===== src/rtl/snn_pkg.sv =====
// Shared defaults, FSM state type and index-width helper for the spiking-neuron scheduler.
package snn_pkg;

    localparam int N_IN_DEF  = 16;
    localparam int N_OUT_DEF = 8;
    localparam int W_DEF     = 8;

    typedef enum logic [2:0] {
        IDLE = 3'd0,
        SCAN = 3'd1,
        ACC  = 3'd2,
        LEAK = 3'd3,
        DONE = 3'd4
    } state_t;

    // Index width that never collapses to zero bits for single-entry ranges.
    function automatic int idx_w(input int n);
        return (n > 1) ? $clog2(n) : 1;
    endfunction

endpackage


===== src/rtl/snn_vmem_rf.sv =====
// Membrane register file: one combinational read port, one write port, synchronous clear.
module snn_vmem_rf
    import snn_pkg::*;
#(
    parameter int DEPTH = N_OUT_DEF,
    parameter int W     = W_DEF
) (
    input  logic                    clk,
    input  logic                    rst,
    input  logic                    clr,
    input  logic                    we,
    input  logic [idx_w(DEPTH)-1:0] wr_addr,
    input  logic [W-1:0]            wr_data,
    input  logic [idx_w(DEPTH)-1:0] rd_addr,
    output logic [W-1:0]            rd_data
);

    logic [W-1:0] mem [DEPTH];

    // Clear has priority over a coincident write.
    always_ff @(posedge clk) begin
        if (rst || clr) begin
            for (int k = 0; k < DEPTH; k++) begin
                mem[k] <= '0;
            end
        end else if (we) begin
            mem[wr_addr] <= wr_data;
        end
    end

    assign rd_data = mem[rd_addr];

endmodule


===== src/rtl/neuron_sched.sv =====
// Time-multiplexes N_OUT neurons onto one external combinational neuron datapath,
// scanning the latched input spikes and fetching one weight per active input.
//
// state | meaning
// IDLE  | waiting for start; clear_vmem honoured here
// SCAN  | test latched spike[i]; issue weight read if set
// ACC   | weight arrives; accumulate into vmem[o]
// LEAK  | leak/threshold vmem[o], record spike bit o
// DONE  | one-cycle completion pulse, out_spikes updated
module neuron_sched
    import snn_pkg::*;
#(
    parameter int N_IN  = N_IN_DEF,
    parameter int N_OUT = N_OUT_DEF,
    parameter int W     = W_DEF
) (
    input  logic                           wb_clk_i,
    input  logic                           wb_rst_i,
    input  logic                           start,
    input  logic                           clear_vmem,
    input  logic [N_IN-1:0]                in_spikes,
    input  logic [W-1:0]                   beta,
    input  logic [W-1:0]                   v_th,
    output logic                           w_rd_en,
    output logic [idx_w(N_IN*N_OUT)-1:0]   w_addr,
    input  logic [W-1:0]                   w_data,
    output logic [W-1:0]                   n_weight,
    output logic [W-1:0]                   n_v_mem,
    output logic [W-1:0]                   n_beta,
    output logic [W-1:0]                   n_v_th,
    output logic                           n_function_sel,
    input  logic [W-1:0]                   n_v_mem_out,
    input  logic                           n_spike,
    output logic                           busy,
    output logic                           done,
    output logic [N_OUT-1:0]               out_spikes
);

    localparam int IW = idx_w(N_IN);
    localparam int OW = idx_w(N_OUT);
    localparam int AW = idx_w(N_IN * N_OUT);

    state_t            state;
    logic [IW-1:0]     i_q;
    logic [OW-1:0]     o_q;
    logic [N_IN-1:0]   spk_q;
    logic [W-1:0]      beta_q;
    logic [W-1:0]      vth_q;
    logic [N_OUT-1:0]  acc_q;
    logic [N_OUT-1:0]  acc_nxt;
    logic [W-1:0]      vmem_rd;
    logic              last_i;
    logic              last_o;
    logic              cur_spk;
    logic              vmem_we;
    logic              vmem_clr;

    assign last_i  = (i_q == IW'(N_IN - 1));
    assign last_o  = (o_q == OW'(N_OUT - 1));
    assign cur_spk = spk_q[i_q];

    // Neuron-facing signals decode from registered state so the weight that
    // arrives one cycle after the read strobe feeds the datapath directly.
    assign w_rd_en        = (state == SCAN) && cur_spk;
    assign w_addr         = AW'(o_q) * AW'(N_IN) + AW'(i_q);
    assign n_function_sel = (state == LEAK);
    assign n_weight       = (state == ACC) ? w_data : '0;
    assign n_v_mem        = vmem_rd;
    assign n_beta         = beta_q;
    assign n_v_th         = vth_q;

    assign vmem_we  = (state == ACC) || (state == LEAK);
    assign vmem_clr = (state == IDLE) && clear_vmem;

    always_comb begin
        acc_nxt      = acc_q;
        acc_nxt[o_q] = n_spike;
    end

    snn_vmem_rf #(
        .DEPTH (N_OUT),
        .W     (W)
    ) u_vmem (
        .clk     (wb_clk_i),
        .rst     (wb_rst_i),
        .clr     (vmem_clr),
        .we      (vmem_we),
        .wr_addr (o_q),
        .wr_data (n_v_mem_out),
        .rd_addr (o_q),
        .rd_data (vmem_rd)
    );

    always_ff @(posedge wb_clk_i) begin
        if (wb_rst_i) begin
            state      <= IDLE;
            i_q        <= '0;
            o_q        <= '0;
            spk_q      <= '0;
            beta_q     <= '0;
            vth_q      <= '0;
            acc_q      <= '0;
            busy       <= 1'b0;
            done       <= 1'b0;
            out_spikes <= '0;
        end else begin
            case (state)
                IDLE: begin
                    done <= 1'b0;
                    if (start) begin
                        spk_q  <= in_spikes;
                        beta_q <= beta;
                        vth_q  <= v_th;
                        acc_q  <= '0;
                        o_q    <= '0;
                        i_q    <= '0;
                        busy   <= 1'b1;
                        state  <= SCAN;
                    end
                end
                SCAN: begin
                    if (cur_spk) begin
                        state <= ACC;
                    end else if (last_i) begin
                        state <= LEAK;
                    end else begin
                        i_q <= i_q + 1'b1;
                    end
                end
                ACC: begin
                    if (last_i) begin
                        state <= LEAK;
                    end else begin
                        i_q   <= i_q + 1'b1;
                        state <= SCAN;
                    end
                end
                LEAK: begin
                    acc_q <= acc_nxt;
                    if (last_o) begin
                        busy       <= 1'b0;
                        done       <= 1'b1;
                        out_spikes <= acc_nxt;
                        state      <= DONE;
                    end else begin
                        o_q   <= o_q + 1'b1;
                        i_q   <= '0;
                        state <= SCAN;
                    end
                end
                DONE: begin
                    done  <= 1'b0;
                    state <= IDLE;
                end
                default: begin
                    state <= IDLE;
                end
            endcase
        end
    end

endmodule


===== config.mk =====
export PLATFORM = sky130hd
export DESIGN_NAME = neuron_sched
export DESIGN_NICKNAME = d
export VERILOG_FILES = /design/src/rtl/snn_pkg.sv /design/src/rtl/snn_vmem_rf.sv /design/src/rtl/neuron_sched.sv
export SDC_FILE = /design/constraint.sdc
export NUM_CORES = 1
export LEC_CHECK = 0
export ABC_AREA = 1
export ABC_CLOCK_PERIOD_IN_PS = 2490
export CAP_MARGIN = 30
export CORE_ASPECT_RATIO = 1.75
export CORE_UTILIZATION = 40
export CTS_CLUSTER_DIAMETER = 50
export DETAILED_ROUTE_END_ITERATION = 12
export PLACE_DENSITY_LB_ADDON = 0.3
export REMOVE_ABC_BUFFERS = 1
export SLEW_MARGIN = 20
export SYNTH_ARGS = -nofsm -noshare
export SYNTH_HDL_FRONTEND = slang
export SYNTH_SLANG_ARGS = --single-unit

===== constraint.sdc =====
create_clock -name wb_clk_i -period 2.49 [get_ports wb_clk_i]
set_clock_uncertainty 0.2 [all_clocks]
set_input_delay 0.498 -clock wb_clk_i [delete_from_list [all_inputs] [get_ports wb_clk_i]]
set_output_delay 0.498 -clock wb_clk_i [all_outputs]
set_load 0.01 [all_outputs]

# After elaboration in Yosys (flattened, before gate mapping)
# Memories as Yosys holds them, arrays and structs flattened. A register that Yosys moved wholly into a read port is not among the register bits.
# Cells that the tools add are included.
[totals] register_bits=60 inputBits=53 mem_count=1 ramBits=64 out_inout_bits=51 word_cells=84
[mem_list] name="u_vmem.mem" depth=8 word_bits=8 rd=1 rd_clocked_by_memory_dff=1 wr=8 line_no="snn_vmem_rf.sv:18" text="logic [W-1:0] mem [DEPTH];"
[op_classes] n_addsub=3 reduce_logical=19 order_cmp=3 n_eq_ne=11 mux=37
[ops] cell="3-bit two-way mux" n=9
[ops] cell="8-bit two-way mux" n=3
[ops] cell="4-bit two-way mux" n=4
[ops] cell="4-bit case mux with 4 select lines" n=1
[ops] cell="8-bit case mux with 2 select lines" n=1
[ops] cell="3-bit case mux with 4 select lines" n=1
[ops] cell="1-bit two-way mux" n=11
[ops] cell="2-bit AND reduction" n=5
[ops] cell="8-bit bitwise mux" n=1
[ops] cell="8-bit OR reduction" n=1
[ops] cell="7-bit by 4-bit adder with 7-bit output" n=1
[ops] cell="3-bit by 2-bit equality test with 1-bit output, second input constant" n=2
[ops] cell="3-bit equality test, second input constant" n=2
[ops] cell="2-bit inequality test, second input constant" n=3
[ops] cell="3-bit case mux with 2 select lines" n=1
[ops] cell="3-bit AND reduction" n=2
[ops] cell="4-bit by 5-bit less-than comparator with 1-bit output, second input constant" n=1
[ops] cell="4-bit by 1-bit adder with 4-bit output, second input constant" n=1
[ops] cell="1-bit binary-select mux with 4-bit select" n=1
[ops] cell="4-bit equality test, second input constant" n=1
[ops] cell="3-bit by 4-bit less-than comparator with 1-bit output, second input constant" n=1
[ops] cell="1-bit case mux with 2 select lines" n=2
[ops] cell="4-bit AND reduction" n=1
[ops] cell="2-bit nonzero test" n=2
[ops] cell="12 further kinds" n=15

# Logic depth before layout (Yosys ltp)
# Gate-level depths: netlist of run 1.
[depth] ltp_word=7 depth_mapped=11 depth_no_buf=10

# By module
# A second synthesis of run 1 with hierarchy kept.
[unflattened] hier_cells=752 hier_area_um2=5916.9
[modules_own_cells] mod="snn_vmem_rf" cells_per_inst=378 seq_area_each_um2=1921.8 area_per_inst_um2=3268.1 n_inst=1
[modules_own_cells] mod="neuron_sched" cells_per_inst=374 seq_area_each_um2=1201.2 area_per_inst_um2=2648.8 n_inst=1

# Worst setup path before layout of run 1
# Ideal clock, no wire load.
[synth_timing] path_type="input to register" start="input wb_rst_i" end="memory u_vmem.mem[2][0] in the netlist's numbering (enable)" arrival_time_ps=1559 setup_slack_ps=403 stages=6 n_path_buf=1 required_ps=1961 setup_time_ps=329 cell_sequence="clkbuf_1 inv_1 nand2_2 nor2_4 nand2_2 nand2_1"
[synth_lines] element="start: declaration" line_no="neuron_sched.sv:18" text="input logic wb_rst_i,"
[synth_lines] element="end: declaration" line_no="snn_vmem_rf.sv:18"

==> metrics, run 1 <==
Die Ht 158 um; switching share of power 0.271; sequential fraction of the synthesis area 0.571; max cap viols 0; Root Driver clkbuf_16; overflow left after global routing 0; top achievable clock speed between 0.4 and 0.5 GHz; CP max FO 16; FP Rows 56; worst hold start n_v_th[4]; post-synthesis register bit count 127; CTS clk-pin slew, worst paths 0.06 ns; CP max stage delay 0.37 ns; Detail Placement HPWL 11,200 um; CP Capture Type output pin; routed wire length 15,500 um; hold-critical path depth 2; FF-to-FF End u_vmem.mem[3][2]; fin. max-slew vios 0; Final Power between 0.006 and 0.007 W; Crit Reg-Reg Startpoint o_q[0]; wire length per cell between 15 and 20 um; VDD IR max around 0.53 mV; CP max stage cell dfxtp_4; final hold vios 0; vias a little under 5,000; Layout area overhead 36.5%; DIE WIDTH 91.2 um; Initial Utilization 0.412; layout cells sized above 1 0.126; core area between 0.01 and 0.015 mm2; Syn Area/Cell 8.60 um2; WP data arrival 1.76 ns; Fillers about 1,200; Sink Count 127; Slew @ Worst Pin 0.606 ns; Die ar. 0.0144 mm2; Worst Hold Endpoint n_v_th[4]; CTS Buffer Depth 2; Synth cell types 30; Tcrit/Tclk final 0.986; gpl congestion roughly 0.92; NetSw 0.00172 W; share of the synthesized area in the top cell type 0.345; Post-CTS Hold Buffers 0; global-route wire length before repair around 25,000 um; crit path cell chain inv_4 -> buf_12 -> o21ai_0 -> o22ai_1 -> nor2_1 -> a31oi_1 -> clkbuf_2; DRC viols 0; CTS H-Tree Depth 4; DP Worst Slack roughly 0.051 ns; drt initial violations 282; CTS buffer count 17; status finished clean; TritonCTS clock tree built; Crit Path Category flip-flop to output pin; pin count of the biggest net entering global routing 46; Total GRT Usage 0.226; top area cells in the synthesized netlist edfxtp_1 35%, dfxtp_1 23%, nor2_1 9.9%, nand2_1 6.2%, nand3_1 5.2%; R2R cell count 4; most common cell after layout, fill and taps aside nor2_1; clk_lat worst skew slightly above 0.4 ns; Post-DRT Antenna Nets 0; Clk pwr share 0.424; vias per cell 5.14; mapped cell area 0.00557 mm2; Final min period approximately 2.5 ns; DR pass1 iterations 6; # setup viols final 0; initial antenna violation count 0; slew margin rel. 0.595; Final WS setup 0.0360 ns; ANT cells 0; Gate power share 0.185; Synth area leader edfxtp_1; Pleak 3.03 nW; Hold Crit Class flip-flop to flip-flop; register share of total power 0.391; Synth Instances 648; warnings from Yosys 0; buffers added on ports 103; Nets 828; vias in the first global route 5,028; P_int 0.00463 W; IO Pins 104; Pwr Density 834 mW/mm2; CP required 1.79 ns; reg2reg setup slack 0.37 ns; most frequent cells in the layout 147 x nor2_1, 93 x clkdlybuf4s50_1, 92 x nand2_1; CP Launch Type flip-flop
==> cell usage after synthesis <==
master,n
a211oi_1,3
xnor2_1,1
o21a_1,6
o21ai_0,42
o22ai_1,8
ha_1,3
nand3_4,2
dfxtp_1,63
nand4_1,1
nor2_4,1
nor2_1,147
edfxtp_1,64
buf_4,2
xor2_1,1
inv_1,42
clkbuf_1,19
or2_0,2
nand2_4,1
a21oi_1,49
nor3_1,6
nand2_2,10
inv_2,3
nand3_2,1
a31oi_1,10
nand2_1,92
nand3_1,58
buf_2,7
nor3_4,1
buf_6,1
nor2_2,2
==> flip-flops by register name, indices dropped and copies added (netlist names), named ones only <==
| register | count |
|---|---|
| done | 1 |
| n_beta | 8 |
| state | 3 |
| i_q | 4 |
| spk_q | 16 |
| o_q | 3 |
| u_vmem.mem | 64 |
| acc_q | 8 |
| out_spikes | 8 |
| n_v_th | 8 |
| busy | 1 |
==> worst max-delay path: cells and delay by family (launching register included) <==
kind	cells	cell delay, ns
compound gates	3	0.49
flops	1	0.37
buf+inv	3	0.41
simple gates	1	0.08
==> metal layers <==
metal,up-vias,global-route usage,part of all wire
li1,2422,-,-
met1,2265,0.226,0.35
met2,198,0.431,0.55
met3,41,0.0495,0.057
met4,0,0.120,0.044
met5,-,0,0
==> worst max path at each step <==
stage                 end       from
6_report       n_v_mem[2]  flip-flop
5_1_grt        n_v_mem[2]  flip-flop
4_1_cts        n_v_mem[3]  flip-flop
3_5_place_dp   n_v_mem[1]  flip-flop
3_3_place_gp   n_v_mem[4]  flip-flop
2_1_floorplan  n_v_mem[0]  flip-flop
==> kinds of logic (layout without fill, tap and decap cells) <==
logic type / Yosys count / in the layout / synth area share
and+or+nand+nor: 324 / 324 / 0.250
xor gates and xnor gates: 2 / 2 / 0.00315
AOI/OAI and AO/OA: 118 / 118 / 0.114
DFF: 127 / 127 / 0.571
adders and majority gates: 3 / 3 / 0.00674
buffers and inverters: 74 / 211 / 0.0541
==> timing repair <==
item / 4_1_cts / 5_1_grt
pin swaps: 0 / 0
setup buffers: 2 / 3
resized for setup: 35 / 26
endpoints found under the setup margin: 17 / 18
cloned: 1 / 1
==> final cells by class <==
type	instances	area [um2]	area share
Clock inverter	14	215	0.0283
Timing Repair Buffer	133	1270	0.167
Clock buffer	18	429	0.0564
Multi-Input combinational cell	447	2090	0.275
Tap cell	174	218	0.0286
Timing Repair inverter	1	7.51	0.000987
Inverter	45	175	0.0230
Sequential cell	127	3200	0.420
==> stage by stage <==
step	hold WS [ns]	cells	utilization	TNS, ns	area (um2)
2_1_floorplan	0.230	619	-	0	5440
3_3_place_gp	0.248	920	0.510	0	6890
3_5_place_dp	0.254	920	0.510	0	6890
4_1_cts	0.261	955	0.561	0	7580
5_1_grt	0.281	959	0.562	-0.0292	7610
6_report	0.262	959	0.562	0	7610
==> power by group through the flow <==
stage / combinational, W / clock [W] / sequential (W)
6_report: 0.00117 / 0.00269 / 0.00248
5_1_grt: 0.00129 / 0.00280 / 0.00250
4_1_cts: 0.00115 / 0.00271 / 0.00248
3_5_place_dp: 0.00115 / 0 / 0.00251
3_3_place_gp: 0.00113 / 0 / 0.00250
2_1_floorplan: 0.000554 / 0 / 0.00252
Note: power is estimated with default switching activity, not from simulation.
==> inputs of run 2 (changes only) <==
Settings changed: RECOVER_POWER set to 100, SKIP_LAST_GASP set to 1.
==> run 2 against run 1 <==
Clock power is essentially flat. Routed wire length up 0.41%. Largest cell class unchanged. Maximum frequency decreased by 0.93%.
==> metrics, run 2 (synthesis gave the netlist of run 1 again) <==
status finished clean; TritonCTS clock tree built; IO Pins ~100; Slew @ Worst Pin 0.603 ns; WP data arrival 1.78 ns; DR pass1 iterations 5; final hold vios 0; gpl congestion 0.922; max cap viols 0; Pleak around 3 nW; slew margin rel. 0.596; CTS clk-pin slew, worst paths 0.06 ns; setup_tns 0 ns; wire length per cell 16.2 um; # setup viols final 0; clk_lat worst skew 0.41 ns; crit path cell chain inv_4 -> clkbuf_16 -> o21ai_1 -> a31oi_1 -> dlygate4sd2_1; overflow left after global routing 0; CP Capture Type output pin; initial antenna violation count 0; layout cells sized above 1 0.0994; Detail Placement HPWL 11,200 um; vias per cell between 5 and 6; Root Driver clkbuf_16; Pwr Density 839 mW/mm2; RSZ-0062 raised after global routing yes; Final min period 2.48 ns; Total GRT Usage 0.226; VDD IR max 0.526 mV; Sink Count 127; FP Rows 56; vias between 4,000 and 5,000; buffers added on ports 103; global-route wire length before repair ~25,000 um; DRC viols 0; CTS buffer count 17; Post-DRT Antenna Nets 0; biggest regs u_vmem.mem (64), spk_q (16); Tcrit/Tclk final 0.995; CP max stage delay 0.39 ns; CP max FO 16; CP required approximately 1.8 ns; critical path's top delay family buffers and inverters; most flop-heavy register u_vmem.mem; Final Power 0.00632 W; max reg flops 64; Crit Path Category flip-flop to output pin; CP max stage cell dfxtp_4; ANT cells 0; Buf/Inv on CP 3; DIE WIDTH roughly 90 um; routed wire length around 16,000 um; CTS H-Tree Depth 4; vias in the first global route 5,028; Post-CTS Hold Buffers 0; Die ar. ~0.014 mm2; Nets approximately 830; drt initial violations 274; CP Launch Type flip-flop; Initial Utilization 0.412; Die Ht 158 um; Hold Crit Class flip-flop to flip-flop; Layout area overhead 35.2%; most common cell after layout, fill and taps aside nor2_1; core area 0.0135 mm2; top achievable clock speed 0.404 GHz; Fillers 1,176; most frequent cells in the layout 149 x nor2_1, 95 x nand2_1, 64 x edfxtp_1; pin count of the biggest net entering global routing 46; fin. max-slew vios 0; CTS Buffer Depth 2
## run 2: changes by cell type in the layout (fill, tap and decap cells not counted), sizes merged
cell,change
dlymetal6s2s,-1
dlygate4sd2,+1
clkdlybuf4s50,-33
buf,-12
clkbuf,+12
dlygate4sd3,+33
## run 2: worst min-delay path: cells and delay by family, from the launching register on
kind            cells  cell delay, ns
simple gates        1            0.06
compound gates      1            0.05
flops               1            0.30
## run 2: final timing paths
path              startpoint            end  slack, ns  depth (start not counted)
hold reg to reg    n_v_th[4]      n_v_th[4]       0.26                          2
setup reg to reg      o_q[0]  out_spikes[1]       0.21                          7
hold / removal     n_v_th[4]      n_v_th[4]       0.26                          2
setup / recovery   flip-flop     n_v_mem[0]       0.01                          5
## run 2: power breakdown
part	switching, W	internal [W]	leakage (nW)
combinational	0.000690	0.000454	1.54
sequential	0.000108	0.00237	1.21
clock	0.000918	0.00178	0.302
total	0.00172	0.00460	3.06
## run 2: metrics by stage
stage	cell area (um2)	utilization	setup WS (ns)	hold slack [ns]	std cells
2_1_floorplan	5440	-	0.0958	0.230	619
3_5_place_dp	6890	0.510	0.0508	0.254	920
5_1_grt	7530	0.557	-0.0572	0.281	959
3_3_place_gp	6890	0.510	0.0732	0.248	920
6_report	7530	0.557	0.0131	0.258	959
4_1_cts	7580	0.561	-0.0310	0.261	955
## run 2: final cells by class
class	instances	area, um2	share of cell area
repair inverters	1	7.51	0.000997
well taps	174	218	0.0289
clock inverters	14	215	0.0286
multi-input cells	447	2060	0.274
inverters	45	175	0.0233
clock buffers	18	429	0.0570
flip-flops and latches	127	3200	0.424
repair buffers	133	1230	0.163
## run 2: per-layer routing
| layer | track usage | vias up | routed length, um |
|---|---|---|---|
| li1 | - | 2424 | - |
| met1 | 0.226 | 2276 | 5380 |
| met2 | 0.431 | 191 | 8660 |
| met3 | 0.0495 | 36 | 862 |
| met4 | 0.120 | 0 | 658 |
| met5 | 0 | - | 0 |
## run 2: timing repair
| action | 4_1_cts | 5_1_grt |
|---|---|---|
| setup endpoints to repair | 17 | 18 |
| buffers inserted | 2 | 3 |
| gates cloned | 1 | 1 |
| resized for setup | 29 | 30 |
==> inputs of run 3 (changes only) <==
Settings changed: GPL_TIMING_DRIVEN set to 0.
==> run 3 against run 2 <==
Global-route usage decreased by 0.51 points. Clock power decreased by 9.3%. Non-clock buffer count decreased by 8. The flow now finishes with violations (negative setup slack). Routed wire length decreased by 1.1%. Hold slack got worse by 0.036 ns. Combinational power increased by 5%. Worst setup slack got worse by 0.030 ns. Via count increased by 0.57%. Core utilization increased by 0.51 points. Sequential power about the same.
==> metrics, run 3 (synthesis gave the netlist of run 1 again) <==
Nets just over 800; max cap viols 0; register area 0.00320 mm2; CTS buffer count 17; pin count of the biggest net entering global routing 37; gpl congestion 0.811; overflow left after global routing 0; global-route wire length before repair 24,200 um; area of the multi-input gates about 0.0022 mm2; Die Ht 158 um; DR pass1 iterations 5; Pleak around 3.1 nW; WP data arrival 1.81 ns; Slew @ Worst Pin 0.589 ns; layout cells sized above 1 0.143; Crit Path Category flip-flop to output pin; vias in the first global route 5,048; FP Rows 56; DIE WIDTH between 90 and 100 um; drt initial violations 273; VDD IR max 0.569 mV; Crit Reg-Reg Startpoint o_q[0]; CTS Buffer Depth 2; Detail Placement HPWL ~10,000 um; final hold vios 0; CP max FO 8; most flop-heavy register u_vmem.mem; Final Power 0.00612 W; most common cell after layout, fill and taps aside nor2_1; initial antenna violation count 0; DRC viols 0; Tcrit/Tclk final 1.01; CTS H-Tree Depth 4; top achievable clock speed 0.399 GHz; wire length per cell 16.2 um; Hold Crit Class input port to flip-flop; buffers added on ports slightly above 100; Final WS setup -0.0167 ns; Post-DRT Antenna Nets 0; Root Driver clkbuf_16; CTS clk-pin slew, worst paths 0.06 ns; Die ar. around 0.014 mm2; Layout area overhead 36.5%; routed wire length 15,400 um; fin. max-slew vios 0; Pwr Density 805 mW/mm2; Total GRT Usage 0.221; Final min period 2.51 ns; status finished, violations left; most frequent cells in the layout 142 x nor2_1, 97 x nand2_1, 64 x edfxtp_1; IO Pins 104; clk_lat worst skew 0.41 ns; Initial Utilization 0.412; CP required 1.79 ns; max reg flops 64; # setup viols final 3; Fillers 1,189; failing checks negative setup slack; core area 0.0135 mm2; vias 4,955; worst hold start wb_rst_i; CP Launch Type flip-flop; CP Capture Type output pin; slew margin rel. 0.606; Final Util 0.562; TritonCTS clock tree built; biggest regs u_vmem.mem (64), spk_q (16); RSZ-0062 raised after global routing yes; Sink Count 127; vias per cell 5.20; ANT cells 0; setup_tns -0.0351 ns
run 3: worst paths after layout:
path         cells past startpoint         end  slack (ns)
min reg2reg                      2    spk_q[7]        0.25
max reg2reg                      9      i_q[0]        0.15
max                              8  n_v_mem[1]       -0.02
min                              2      i_q[1]        0.22
run 3: layout make-up:
type	instances	area share
Clock inverter	15	0.0217
Timing Repair Buffer	125	0.159
Sequential cell	127	0.421
Tap cell	174	0.0286
Inverter	45	0.0245
Multi-Input combinational cell	447	0.287
Timing Repair inverter	2	0.00198
Clock buffer	17	0.0560
run 3: where the power goes:
| group | leakage [nW] | switching, W | internal [W] | total, W |
|---|---|---|---|---|
| sequential | 1.22 | 0.000110 | 0.00237 | 0.00248 |
| combinational | 1.57 | 0.000720 | 0.000478 | 0.00120 |
| clock | 0.276 | 0.000959 | 0.00148 | 0.00244 |
run 3: metrics by stage:
| stage | setup slack, ns | hold WS (ns) | area (um2) | instances |
|---|---|---|---|---|
| finish | -0.0167 | 0.223 | 7600 | 952 |
| global route | -0.0834 | 0.225 | 7600 | 952 |
| CTS | -0.0806 | 0.211 | 7570 | 949 |
| detailed placement | -0.857 | 0.247 | 6750 | 900 |
| global placement | -1.84 | 0.248 | 6690 | 896 |
| floorplan | 0.0958 | 0.230 | 5440 | 619 |
run 3: per-layer routing:
metal  part of all wire  GRT usage  vias up
met3              0.057     0.0528       43
met2               0.56      0.436      179
met4              0.040      0.119        0
met5                  0          0        -
li1                   -          -     2416
met1               0.35      0.205     2317
run 3: repair_timing:
| item | in CTS | in global routing |
|---|---|---|
| endpoints found under the setup margin | 40 | 80 |
| hold buffers | 0 | 0 |
| gates cloned | 2 | 0 |
| buffers inserted | 15 | 3 |
| gates resized for setup | 75 | 30 |
| pin swaps | 1 | 5 |
run 3: critical path, stage by stage, from the launching register on:
cell,delay (ns)
dfxtp_4,0.35
buf_12,0.14
clkinvlp_4,0.08
buf_6,0.15
nor2_2,0.06
o22ai_1,0.17
nor2_1,0.07
a31oi_1,0.20
buf_2,0.17
